[src/rtl/red_accum_if.sv]
// Handshake bundle for red_accum: an input beat channel carrying two
// operands plus a packet delimiter, and an output result channel.
interface red_accum_if #(
    parameter int DATA_W = 16,
    parameter int RES_W  = 16,
    parameter int CNT_W  = 8
);
    logic              in_valid;
    logic              in_ready;
    logic [DATA_W-1:0] in_a;
    logic [DATA_W-1:0] in_b;
    logic              in_last;
    logic              out_valid;
    logic              out_ready;
    logic [RES_W-1:0]  out_result;
    logic              out_ovf;
    logic [CNT_W-1:0]  out_count;

    modport master (
        output in_valid, in_a, in_b, in_last, out_ready,
        input  in_ready, out_valid, out_result, out_ovf, out_count
    );

    modport slave (
        input  in_valid, in_a, in_b, in_last, out_ready,
        output in_ready, out_valid, out_result, out_ovf, out_count
    );
endinterface

[src/rtl/red_accum.sv]
// Sequential lane-reduction accumulator. Every accepted beat adds the signed
// sum of all lanes of both operands into a packet accumulator; the last beat
// of a packet publishes a registered result with a sticky overflow flag and
// a saturating beat count.
module red_accum #(
    parameter int DATA_W   = 16,
    parameter int LANE_W   = 8,
    parameter int RES_W    = 16,
    parameter int CNT_W    = 8,
    parameter int SATURATE = 0
) (
    input logic       clk,
    input logic       rst,
    red_accum_if.slave bus
);
    localparam int LANES = DATA_W / LANE_W;

    logic [RES_W-1:0] acc_q, acc_d;
    logic             ovfAcc_q, ovfAcc_d;
    logic [CNT_W-1:0] cnt_q, cnt_d;
    logic             outValid_q, outValid_d;
    logic [RES_W-1:0] outResult_q, outResult_d;
    logic             outOvf_q, outOvf_d;
    logic [CNT_W-1:0] outCount_q, outCount_d;

    logic             inReady;
    logic             accept;
    logic [RES_W:0]   beatSum;
    logic [RES_W:0]   full;
    logic             beatOvf;
    logic [RES_W-1:0] nextAcc;
    logic [CNT_W-1:0] cntInc;

    assign inReady = !outValid_q || bus.out_ready;
    assign accept  = bus.in_valid && inReady;

    // Sum every lane of both operands, each sign-extended to RES_W+1 bits.
    always_comb begin
        beatSum = '0;
        for (int i = 0; i < LANES; i++) begin
            beatSum = beatSum
                    + {{(RES_W + 1 - LANE_W){bus.in_a[i*LANE_W + LANE_W - 1]}},
                       bus.in_a[i*LANE_W +: LANE_W]}
                    + {{(RES_W + 1 - LANE_W){bus.in_b[i*LANE_W + LANE_W - 1]}},
                       bus.in_b[i*LANE_W +: LANE_W]};
        end
    end

    // Widen the accumulator by one bit so the top two bits reveal overflow,
    // then wrap or clamp according to the overflow policy.
    always_comb begin
        full    = {acc_q[RES_W-1], acc_q} + beatSum;
        beatOvf = full[RES_W] ^ full[RES_W-1];
        nextAcc = full[RES_W-1:0];
        if ((SATURATE != 0) && beatOvf) begin
            nextAcc = full[RES_W] ? {1'b1, {(RES_W-1){1'b0}}}
                                  : {1'b0, {(RES_W-1){1'b1}}};
        end
        cntInc = (cnt_q == {CNT_W{1'b1}}) ? cnt_q : cnt_q + 1'b1;
    end

    // Next-state: accumulate mid-packet beats, publish and clear on the last
    // beat, and drop the result once the consumer has taken it.
    always_comb begin
        acc_d       = acc_q;
        ovfAcc_d    = ovfAcc_q;
        cnt_d       = cnt_q;
        outValid_d  = outValid_q;
        outResult_d = outResult_q;
        outOvf_d    = outOvf_q;
        outCount_d  = outCount_q;
        if (accept && bus.in_last) begin
            outResult_d = nextAcc;
            outOvf_d    = ovfAcc_q | beatOvf;
            outCount_d  = cntInc;
            outValid_d  = 1'b1;
            acc_d       = '0;
            ovfAcc_d    = 1'b0;
            cnt_d       = '0;
        end else begin
            if (accept) begin
                acc_d    = nextAcc;
                ovfAcc_d = ovfAcc_q | beatOvf;
                cnt_d    = cntInc;
            end
            if (outValid_q && bus.out_ready) begin
                outValid_d = 1'b0;
            end
        end
    end

    // State registers; reset discards any partial packet and pending result.
    always_ff @(posedge clk or posedge rst) begin
        if (rst) begin
            acc_q       <= '0;
            ovfAcc_q    <= 1'b0;
            cnt_q       <= '0;
            outValid_q  <= 1'b0;
            outResult_q <= '0;
            outOvf_q    <= 1'b0;
            outCount_q  <= '0;
        end else begin
            acc_q       <= acc_d;
            ovfAcc_q    <= ovfAcc_d;
            cnt_q       <= cnt_d;
            outValid_q  <= outValid_d;
            outResult_q <= outResult_d;
            outOvf_q    <= outOvf_d;
            outCount_q  <= outCount_d;
        end
    end

    assign bus.in_ready   = inReady;
    assign bus.out_valid  = outValid_q;
    assign bus.out_result = outResult_q;
    assign bus.out_ovf    = outOvf_q;
    assign bus.out_count  = outCount_q;
endmodule

[src/flat_wrapper.sv]
// flat-port wrapper written by rule: the top's interface ports become plain ports
module red_accum_flat 
#(
    parameter int DATA_W   = 16,
    parameter int LANE_W   = 8,
    parameter int RES_W    = 16,
    parameter int CNT_W    = 8,
    parameter int SATURATE = 0
)
  (clk, rst, bus_in_valid, bus_in_a, bus_in_b, bus_in_last, bus_out_ready, bus_in_ready, bus_out_valid, bus_out_result, bus_out_ovf, bus_out_count);
  red_accum_if #(.DATA_W(DATA_W), .RES_W(RES_W), .CNT_W(CNT_W)) bus_i ();
  input logic clk;
  input logic rst;
  input wire logic [$bits(bus_i.in_valid)-1:0] bus_in_valid;
  input wire logic [$bits(bus_i.in_a)-1:0] bus_in_a;
  input wire logic [$bits(bus_i.in_b)-1:0] bus_in_b;
  input wire logic [$bits(bus_i.in_last)-1:0] bus_in_last;
  input wire logic [$bits(bus_i.out_ready)-1:0] bus_out_ready;
  output wire logic [$bits(bus_i.in_ready)-1:0] bus_in_ready;
  output wire logic [$bits(bus_i.out_valid)-1:0] bus_out_valid;
  output wire logic [$bits(bus_i.out_result)-1:0] bus_out_result;
  output wire logic [$bits(bus_i.out_ovf)-1:0] bus_out_ovf;
  output wire logic [$bits(bus_i.out_count)-1:0] bus_out_count;
  assign bus_i.in_valid = bus_in_valid;
  assign bus_i.in_a = bus_in_a;
  assign bus_i.in_b = bus_in_b;
  assign bus_i.in_last = bus_in_last;
  assign bus_i.out_ready = bus_out_ready;
  assign bus_in_ready = bus_i.in_ready;
  assign bus_out_valid = bus_i.out_valid;
  assign bus_out_result = bus_i.out_result;
  assign bus_out_ovf = bus_i.out_ovf;
  assign bus_out_count = bus_i.out_count;
  red_accum #(.DATA_W(DATA_W), .LANE_W(LANE_W), .RES_W(RES_W), .CNT_W(CNT_W), .SATURATE(SATURATE)) u_core (.clk(clk), .rst(rst), .bus(bus_i));
endmodule
[config.mk]
export PLATFORM = sky130hd
export DESIGN_NAME = red_accum_flat
export DESIGN_NICKNAME = d
export VERILOG_FILES = /design/src/rtl/red_accum_if.sv /design/src/rtl/red_accum.sv /design/src/flat_wrapper.sv
export SDC_FILE = /design/constraint.sdc
export NUM_CORES = 1
export LEC_CHECK = 0
export BUFFER_PORTS_ARGS = -buffer_cell sky130_fd_sc_hd__buf_2
export CORE_ASPECT_RATIO = 0.9
export CORE_UTILIZATION = 40
export DETAILED_ROUTE_END_ITERATION = 6
export PLACE_DENSITY = 0.69
export RECOVER_POWER = 50
export REMOVE_ABC_BUFFERS = 1
export SLEW_MARGIN = 20
export SYNTH_ARGS = -nofsm -noshare
export SYNTH_HDL_FRONTEND = slang
export SYNTH_SLANG_ARGS = --single-unit
export TNS_END_PERCENT = 1
[constraint.sdc]
create_clock -name clk -period 5.15 [get_ports clk]
set_input_delay 1.03 -clock clk [delete_from_list [all_inputs] [get_ports clk]]
set_output_delay 1.03 -clock clk [all_outputs]
set_load 0.05 [all_outputs]
=== Word level (Yosys, flattened, before mapping) ===
Index checks and enable logic that the tools add are counted.

* RAM bits: 0
* Output and inout bits: 27
* Logic and storage cells: 31
* Bits in registers: 51
* Input bits: 37
* Memories kept: 0
* Latch bits: 0
* ROM bits: 0

* Bitwise gates (word level): 2
* Multipliers: 0
* Reduce and logical (&&, ||, !) cells: 7
* Shift-type cells: 0
* $lt $le $gt $ge: 0
* Div/mod/pow operators: 0
* Mux-type cells: 9
* Add/subtract/negate cells: 5
* Equal/unequal tests: 1

{| class="wikitable"
|+ Operator list
! cell !! count
|-
| $add A17 B17 Y17 || 3
|-
| $mux W16 || 2
|-
| $mux W8 || 3
|-
| $add A8 B8 Y9 || 1
|-
| $add A8 B1 Y8 const B || 1
|-
| $eq A8 B8 Y1 const B || 1
|-
| $mux W1 || 4
|-
| $reduce_bool A2 Y1 || 2
|-
| $logic_and A1 B1 Y1 || 3
|-
| $logic_not A1 Y1 || 1
|-
| $logic_or A1 B1 Y1 || 1
|-
| $or A1 B1 Y1 || 1
|-
| $xor A1 B1 Y1 || 1
|}

=== Depth between registers and ports, before layout ===
Gate-level depths: netlist of the first run.

* Depth after elaboration: 8
* Depth in mapped cells: 22
* Depth with buffers taken out: 22

=== Worst setup path before layout of the first run ===
No wires, ideal clock.

* Kind: input to register
* Start: in bus_in_b[0]
* End: reg u_core.outOvf_q (netlist: u_core.bus.out_ovf)
* Required time: 5,025 ps
* Library setup time: 125 ps
* Slack: -424 ps
* Stages: 21
* Arrival: 5,448 ps
* Cell sequence: ha_1 > fa_1 > a21oi_1 > nor2_1 > nor2_1 > nor2b_1 > o21a_1 > o21ai_0 > a31oi_1 > fa_1 > xor2_1 > ha_1 > ha_1 > a21oi_1 > nor2b_1 > o21ai_0 > nand2b_1 > a221oi_4 > xnor3_1 > xnor2_1 > a21oi_1

* Longest elaborated chain between the ends: 6

{| class="wikitable"
|+ Ends and longest elaborated chain
! what !! RTL line !! RTL
|-
| start, declared || flat_wrapper.sv:16 || <nowiki>input wire logic [$bits(bus_i.in_b)-1:0] bus_in_b;</nowiki>
|-
| $add A8 B8 Y9 || red_accum.sv:44 || <nowiki>+ {{(RES_W + 1 - LANE_W){bus.in_b[i*LANE_W + LANE_W - 1]}},</nowiki>
|-
| $add A17 B17 Y17 || red_accum.sv:42 || <nowiki>+ {{(RES_W + 1 - LANE_W){bus.in_a[i*LANE_W + LANE_W - 1]}},</nowiki>
|-
| $add A17 B17 Y17 || red_accum.sv:44 ||
|-
| $add A17 B17 Y17 || red_accum.sv:52 || <nowiki>full = {acc_q[RES_W-1], acc_q} + beatSum;</nowiki>
|-
| $xor A1 B1 Y1 || red_accum.sv:53 || <nowiki>beatOvf = full[RES_W] ^ full[RES_W-1];</nowiki>
|-
| $or A1 B1 Y1 || red_accum.sv:74 || <nowiki>outOvf_d = ovfAcc_q | beatOvf;</nowiki>
|-
| end signal, assigned || red_accum.sv:108 || <nowiki>outOvf_q <= outOvf_d;</nowiki>
|-
| end, declared || red_accum.sv:23 || <nowiki>logic outOvf_q, outOvf_d;</nowiki>
|}

Every way passes these cells.
A chain may end at the register's enable or synchronous reset.

=== Worst setup path after layout of the first run ===
Same ends and word-level chain as after synthesis.

==> flow_summary.toml, run 1 <==
[global_routing]
grt_max_degree = 52
grt_antenna_before_repair = 0
grt_pass1_wl_um = 13800
grt_pass1_vias = 3088
grt_overflow = 0
grt_usage_pct = 18.7

[critical_path]
cp.required_ns = 5.35
crit_type = "input pin to flip-flop"
start_kind = "input pin"
timing.critical_path.cells = "buf_6, ha_4, fa_2, a21oi_2, nor2_1, nor2_1, nor2b_1, o21a_1, o21ai_1, a31oi_1, fa_1, xor2_1, buf_4, ha_1, or2_2, ha_1, inv_1, buf_4, a21oi_1, o21ai_1, o311ai_1, xnor2_2, a21oi_1"
crit_path_end_kind = "flip-flop"
critPathMaxStageDelay_ns = 0.49
crit_slowest_cell = "fa_1"
cp_data_arrival_time_ns = 5.35
crit_fanout = 6

[cts]
cts_buffer_depth = 2
cts_tree = "built"
clk_latency_ns = 0.31
path_clk_slew_ns = 0.10
cts_root_buf = "clkbuf_8"
cts_made_buffers = 5
h-tree-depth = 2
holdBufCountCts = 0
cts.sinks = 51

[timing]
layout_min_cycle_time_ns = 5.15
setup_violations = 0
slew_viol_final = 52
fin_ws_ns = 0.00130
tightestPinTransition_ns = 2.21
clock_skew_ns = 0.00781
fmax_mhz = 194
hold_violations = 0
whs_ns = 0.485
max_slew_margin_pct = -48.2
min_period_over_period_pct = 100
rsz0062_at_grt = "true"

[logic_synthesis]
synth_top_cell_area_share_pct = 35.2
synth_area_per_cell_um2 = 9.48
synth.area.top_cells = "dfrtp_1 (35%), ha_1 (11%), fa_1 (9.9%), o21ai_0 (5.1%), inv_1 (4.9%)"
ys_ff_latch = 51
async_flop_share_pct = 100
ys_seq_area_share_pct = 35.2
synth_cell_types = 37
syn-cell-area_um2 = 3630
yosys_warnings = 0
synth_ff_type = "dfrtp_1"
yosys.area.top_type = "dfrtp_1"
synth_edf_count = 0
synthCells = 383

[power_and_ir_drop]
vdd_drop_max_v = 0.000266
p_per_area_nw_per_um2 = 700
leakage_nw = 2.35
finalPower_mw = 3.32

[floorplan]
coreArea_um2 = 8690
dieArea_um2 = 9460
die_x_um = 102
rows = 32
initial_core_util_pct = 41.8
io_pins = 64
fp.dieH_um = 92.4

[detailed_routing]
drt-total-wl_um = 8090
dr.first_iter.drc_count = 95
drc = 0
highest_layer = "met4"
dr_wl_met3_um = 436
vias_per_cell = 4.96
routedWlPerCell_um = 13.2
first_pass_iters = 4
wl_met1_um = 3600
met2_wirelength_um = 3900
route.antenna.remaining_nets = 0
vias = 3038

[min_path]
worstHoldPathType = "flip-flop to flip-flop"

[final_layout]
n_antenna_cell = 0
layout_common_cells = "buf_2 (52), dfrtp_1 (51), buf_4 (48)"
layout_commonest_cell = "buf_2"
fin_nets = 580
instances_no_fill = 612
syn2layout_area_growth_pct = 30.5
n_fill_cell = 814
drive_gt1_share_pct = 31.0

[placement]
pre_cts_slack_ns = -0.967
port_buffers = 63
placed_cells = 596
dp_hpwl_um = 6010
place_congestion = 0.815

[run_status]
violations = "capacitance limit, slew limit"
status = "complete, but fails checks"

[flow_run]
cap_violations = 1
## final timing paths
kind,startpoint,slack [ns],to,cells after the start
hold / removal,u_core.bus.out_count[2],0.48,u_core.bus.out_count[2],2
max in group asynchronous,rst,2.88,u_core.bus.out_result[14],2
min in group asynchronous,rst,1.26,u_core.bus.out_valid,2
setup reg to reg,u_core.acc_q[1],1.99,u_core.bus.out_ovf,12
setup / recovery,bus_in_b[0],0.001,u_core.bus.out_ovf,23
hold reg to reg,u_core.bus.out_count[2],0.48,u_core.bus.out_count[2],2
## cell families (layout without fill, tap and decap cells)
group                    Yosys count  in the layout  share of synthesized area (%)
XOR/XNOR                          28             28                           7.14
adder cells (fa/ha/maj)           51             51                           21.3
AND/OR/NAND/NOR                   92             92                           11.7
flip-flops                        51             51                           35.2
buffers and inverters             57            167                           6.10
multiplexers                      11             11                           3.34
AO/OA/AOI/OAI                     93             93                           15.3
## cells in the mapped netlist, drive strengths merged (2+ instances only)
master  count
xnor2      15
ha         33
fa         18
xor2       12
or3         3
or2         6
nor2b       4
clkbuf      9
and3        3
nand2      45
a21o        2
a22o        3
mux2        9
nand4       2
nand3       7
o31ai       4
o21bai      5
nand2b      6
mux2i       2
a31oi       5
a21oi      26
o21ai      43
inv        47
dfrtp      51
nor2       13
and2        2
## through the flow
| stage | util, % | instance area, um^2 | TNS [ns] |
|---|---|---|---|
| after floorplan | - | 3580 | -1.62 |
| after global placement | 50.1 | 4360 | -6.25 |
| after detailed placement | 50.1 | 4360 | -7.56 |
| after CTS | 52.5 | 4560 | -0.206 |
| after global routing | 54.5 | 4740 | -0.840 |
| final | 54.5 | 4740 | 0 |
## sequential cells by signal, summed over array words and instances, names as in the netlist
signal / count
u_core.bus.out_valid: 1
u_core.bus.out_count: 8
u_core.cnt_q: 8
u_core.bus.out_result: 16
u_core.acc_q: 16
u_core.ovfAcc_q: 1
u_core.bus.out_ovf: 1
## timing repair
action	in CTS	in global routing
resized for setup	13	24
cloned	0	0
endpoints found under the setup margin	9	12
pin swaps	13	18
setup buffers	4	4
## report_power, final
group	switching (mW)	internal, mW	total (mW)
sequential	0.0710	0.532	0.603
clock	0.146	0.147	0.293
combinational	1.30	1.12	2.42
total	1.52	1.80	3.32
## critical path, delay by kind of cell
kind                       cells  cell delay, ns
AOI/OAI and AO/OA              8            1.36
xor gates and xnor gates       2            0.35
adders and majority gates      5            1.55
buffers and inverters          4            0.49
and+or+nand+nor                4            0.56
## layout make-up
type                            instances  area [um^2]  share of cell area, %
Clock buffer                            5         68.8                   1.45
Clock inverter                          3         47.5                   1.00
Inverter                               47          178                   3.75
Multi-Input combinational cell        275         2330                   49.2
Sequential cell                        51         1280                   26.9
Tap cell                              119          149                   3.14
Timing Repair Buffer                  112          688                   14.5
## per-layer routing
layer | GRT usage (%) | vias to the layer above
met5 | 0 | -
met4 | 4.64 | 0
met3 | 3.17 | 16
met2 | 32.6 | 92
met1 | 23.7 | 1437
li1 | - | 1493
(Power assumes the default switching activity.)
==> run 2, diff against run 1 <==
--- a/config.mk
+++ b/config.mk
@@ -12,7 +12,7 @@
 export PLACE_DENSITY = 0.69
 export RECOVER_POWER = 50
 export REMOVE_ABC_BUFFERS = 1
-export SLEW_MARGIN = 20
+export SKIP_LAST_GASP = 1
 export SYNTH_ARGS = -nofsm -noshare
 export SYNTH_HDL_FRONTEND = slang
 export SYNTH_SLANG_ARGS = --single-unit
==> constraint.sdc (replaced) <==
create_clock -name clk -period 5.9 [get_ports clk]
set_input_delay 1.18 -clock clk [delete_from_list [all_inputs] [get_ports clk]]
set_output_delay 1.18 -clock clk [all_outputs]
set_load 0.05 [all_outputs]
==> run 2 against run 1 <==
The flow still finishes with violations (capacitance limit, slew limit). Critical endpoint is now u_core.ovfAcc_q. Largest cell class unchanged. Worst hold slack lost 0.0015 ns. Cell count shrank 5.6%. Die area is the same. Routed wire length shrank 7.2%. Flip-flop and latch count is the same. Total power shrank 26%. Largest power group unchanged. Critical path type unchanged. Register-to-register slack gained 0.75 ns. Setup slack gained 0.35 ns. Design area shrank 10%. Non-clock buffer count shrank 33.
==> flow_summary.toml, run 2 (synthesis results as in run 1) <==
[run_status]
status = "complete, but fails checks"
violations = "capacitance limit, slew limit"

[cts]
cts.sinks = 51
clk_latency_ns = 0.31
cts_buffer_depth = 2
cts_root_buf = "clkbuf_8"
cts_made_buffers = 5
h-tree-depth = 2
holdBufCountCts = 0
cts_tree = "built"
path_clk_slew_ns = 0.09

[timing]
tightestPinTransition_ns = 1.94
rsz0062_at_grt = "false"
fmax_mhz = 180
slew_viol_final = 52
layout_min_cycle_time_ns = 5.55
hold_violations = 0
min_period_over_period_pct = 94.1
clock_skew_ns = 0.0114
setup_violations = 0
max_slew_margin_pct = -29.6

[critical_path]
ff2ff_path_depth = 12
r2r_end = "u_core.ovfAcc_q"
crit_path_end_kind = "flip-flop"
worst-path-stages = 24
worstReg2RegStart = "u_core.acc_q[1]"
cpLargestDelayFamily = "adder cells"
crit_path_end = "u_core.ovfAcc_q"
crit_slowest_cell = "fa_1"
cp.required_ns = 6.10
crit_top_cell = "ha_1"
start_kind = "input pin"
cp_data_arrival_time_ns = 5.74
r2r_setup_slack_ns = 2.74
critPathMaxStageDelay_ns = 0.47
crit_fanout = 6
timing.critical_path.cells = "buf_2, ha_1, fa_2, a21oi_2, nor2_1, nor2_2, nor2b_1, o21a_1, o21ai_0, a31oi_1, fa_1, xor2_1, buf_4, ha_1, or2_2, ha_1, a21oi_1, nor2b_1, o21ai_0, nand2b_1, a221oi_4, xnor3_1, xnor2_2, a21oi_1"
crit_type = "input pin to flip-flop"
path_buf_inv = 2
crit_start = "bus_in_b[0]"

[detailed_routing]
met2_wirelength_um = 3510
drt-total-wl_um = 7510
highest_layer = "met4"
routedWlPerCell_um = 13.0
vias = 2832
dr.first_iter.drc_count = 62
dr_wl_met3_um = 229
first_pass_iters = 4
route.antenna.remaining_nets = 0
drc = 0
vias_per_cell = 4.90
wl_met1_um = 3700

[final_layout]
layout_common_cells = "dfrtp_1 (51), buf_2 (50), inv_1 (47)"
drive_gt1_share_pct = 20.9
fin_nets = 547
syn2layout_area_growth_pct = 17.2
instances_no_fill = 578
n_antenna_cell = 0
layout_commonest_cell = "dfrtp_1"

[global_routing]
grt_pass1_wl_um = 12900
grt_pass1_vias = 2866
grt_max_degree = 52
grt_antenna_before_repair = 0
grt_usage_pct = 17.4
grt_overflow = 0

[placement]
port_buffers = 63
dp_hpwl_um = 5870
place_congestion = 0.864
placed_cells = 571

[power_and_ir_drop]
p_per_area_nw_per_um2 = 575
p_seq_share_pct = 21.5
p_sw_mw = 1.19
clkPwrFrac_pct = 8.2
vdd_drop_max_v = 0.000257
leakage_nw = 2.14
pwr-share-comb_pct = 70.4
finalPower_mw = 2.45
switching_share_pct = 48.8
intPower_mw = 1.25

[floorplan]
initial_core_util_pct = 41.8
fp.dieH_um = 92.4
die_x_um = 102
coreArea_um2 = 8690
dieArea_um2 = 9460
io_pins = 64
rows = 32

[flow_run]
cap_violations = 1

[min_path]
worstHoldPathType = "flip-flop to flip-flop"
hold_start = "u_core.bus.out_count[2]"
[run 2: how the worst min path moves through the flow]
| stage | slack, ns | endpoint | cells past startpoint |
|---|---|---|---|
| final | 0.48 | u_core.bus.out_count[2] | 2 |
| after detailed placement | 0.46 | u_core.bus.out_count[2] | 2 |
| after global routing | 0.51 | u_core.bus.out_result[10] | 2 |
| after global placement | 0.46 | u_core.bus.out_count[0] | 2 |
| after floorplan | 0.46 | u_core.acc_q[14] | 2 |
| after CTS | 0.49 | u_core.bus.out_count[2] | 2 |
[run 2: metrics by stage]
step                cell area [um^2]  utilization (%)  TNS, ns  setup WS (ns)  hold WS, ns
detailed placement              4170             48.0   -0.644         -0.279        0.465
global placement                4170             48.0   -0.323         -0.163        0.459
floorplan                       3580                -        0          0.173        0.455
CTS                             4250             48.9        0         0.0386        0.486
finish                          4260             49.0        0          0.351        0.483
global route                    4260             49.0        0         0.0511        0.513
[run 2: cell type report]
cell class | instances | area [um^2]
multi-input combinational | 275 | 2150
clock inverter | 2 | 13.8
inverter | 47 | 176
sequential | 51 | 1280
tap | 119 | 149
fill | 840 | 4430
timing repair buffer | 79 | 419
clock buffer | 5 | 68.8
[run 2: worst register-to-register path: stages, from the launching register on]
cell	delay [ns]
dfrtp_1	0.41
fa_1	0.48
ha_1	0.24
inv_1	0.07
fa_1	0.21
inv_1	0.06
a21oi_2	0.14
o21ai_1	0.11
a221o_1	0.42
a221oi_4	0.31
xnor3_1	0.30
xnor2_2	0.21
a21oi_1	0.10
[run 2: metal layers]
layer / track usage [%] / up-vias
li1: - / 1431
met1: 23.2 / 1337
met2: 29.8 / 57
met3: 2.79 / 7
met4: 3.69 / 0
met5: 0 / -
[run 2: timing repair]
action                                  in CTS  in global routing
endpoints found under the hold margin        0                  0
endpoints found under the setup margin       0                  3
setup buffers                                0                  0
resized for setup                            0                  5
[run 2: power groups by stage]
stage	combinational, mW	sequential [mW]	clock [mW]
2_1_floorplan	1.03	0.744	0
3_3_place_gp	1.66	0.529	0
3_5_place_dp	1.70	0.532	0
4_1_cts	1.71	0.526	0.206
5_1_grt	1.92	0.538	0.216
6_report	1.72	0.526	0.199
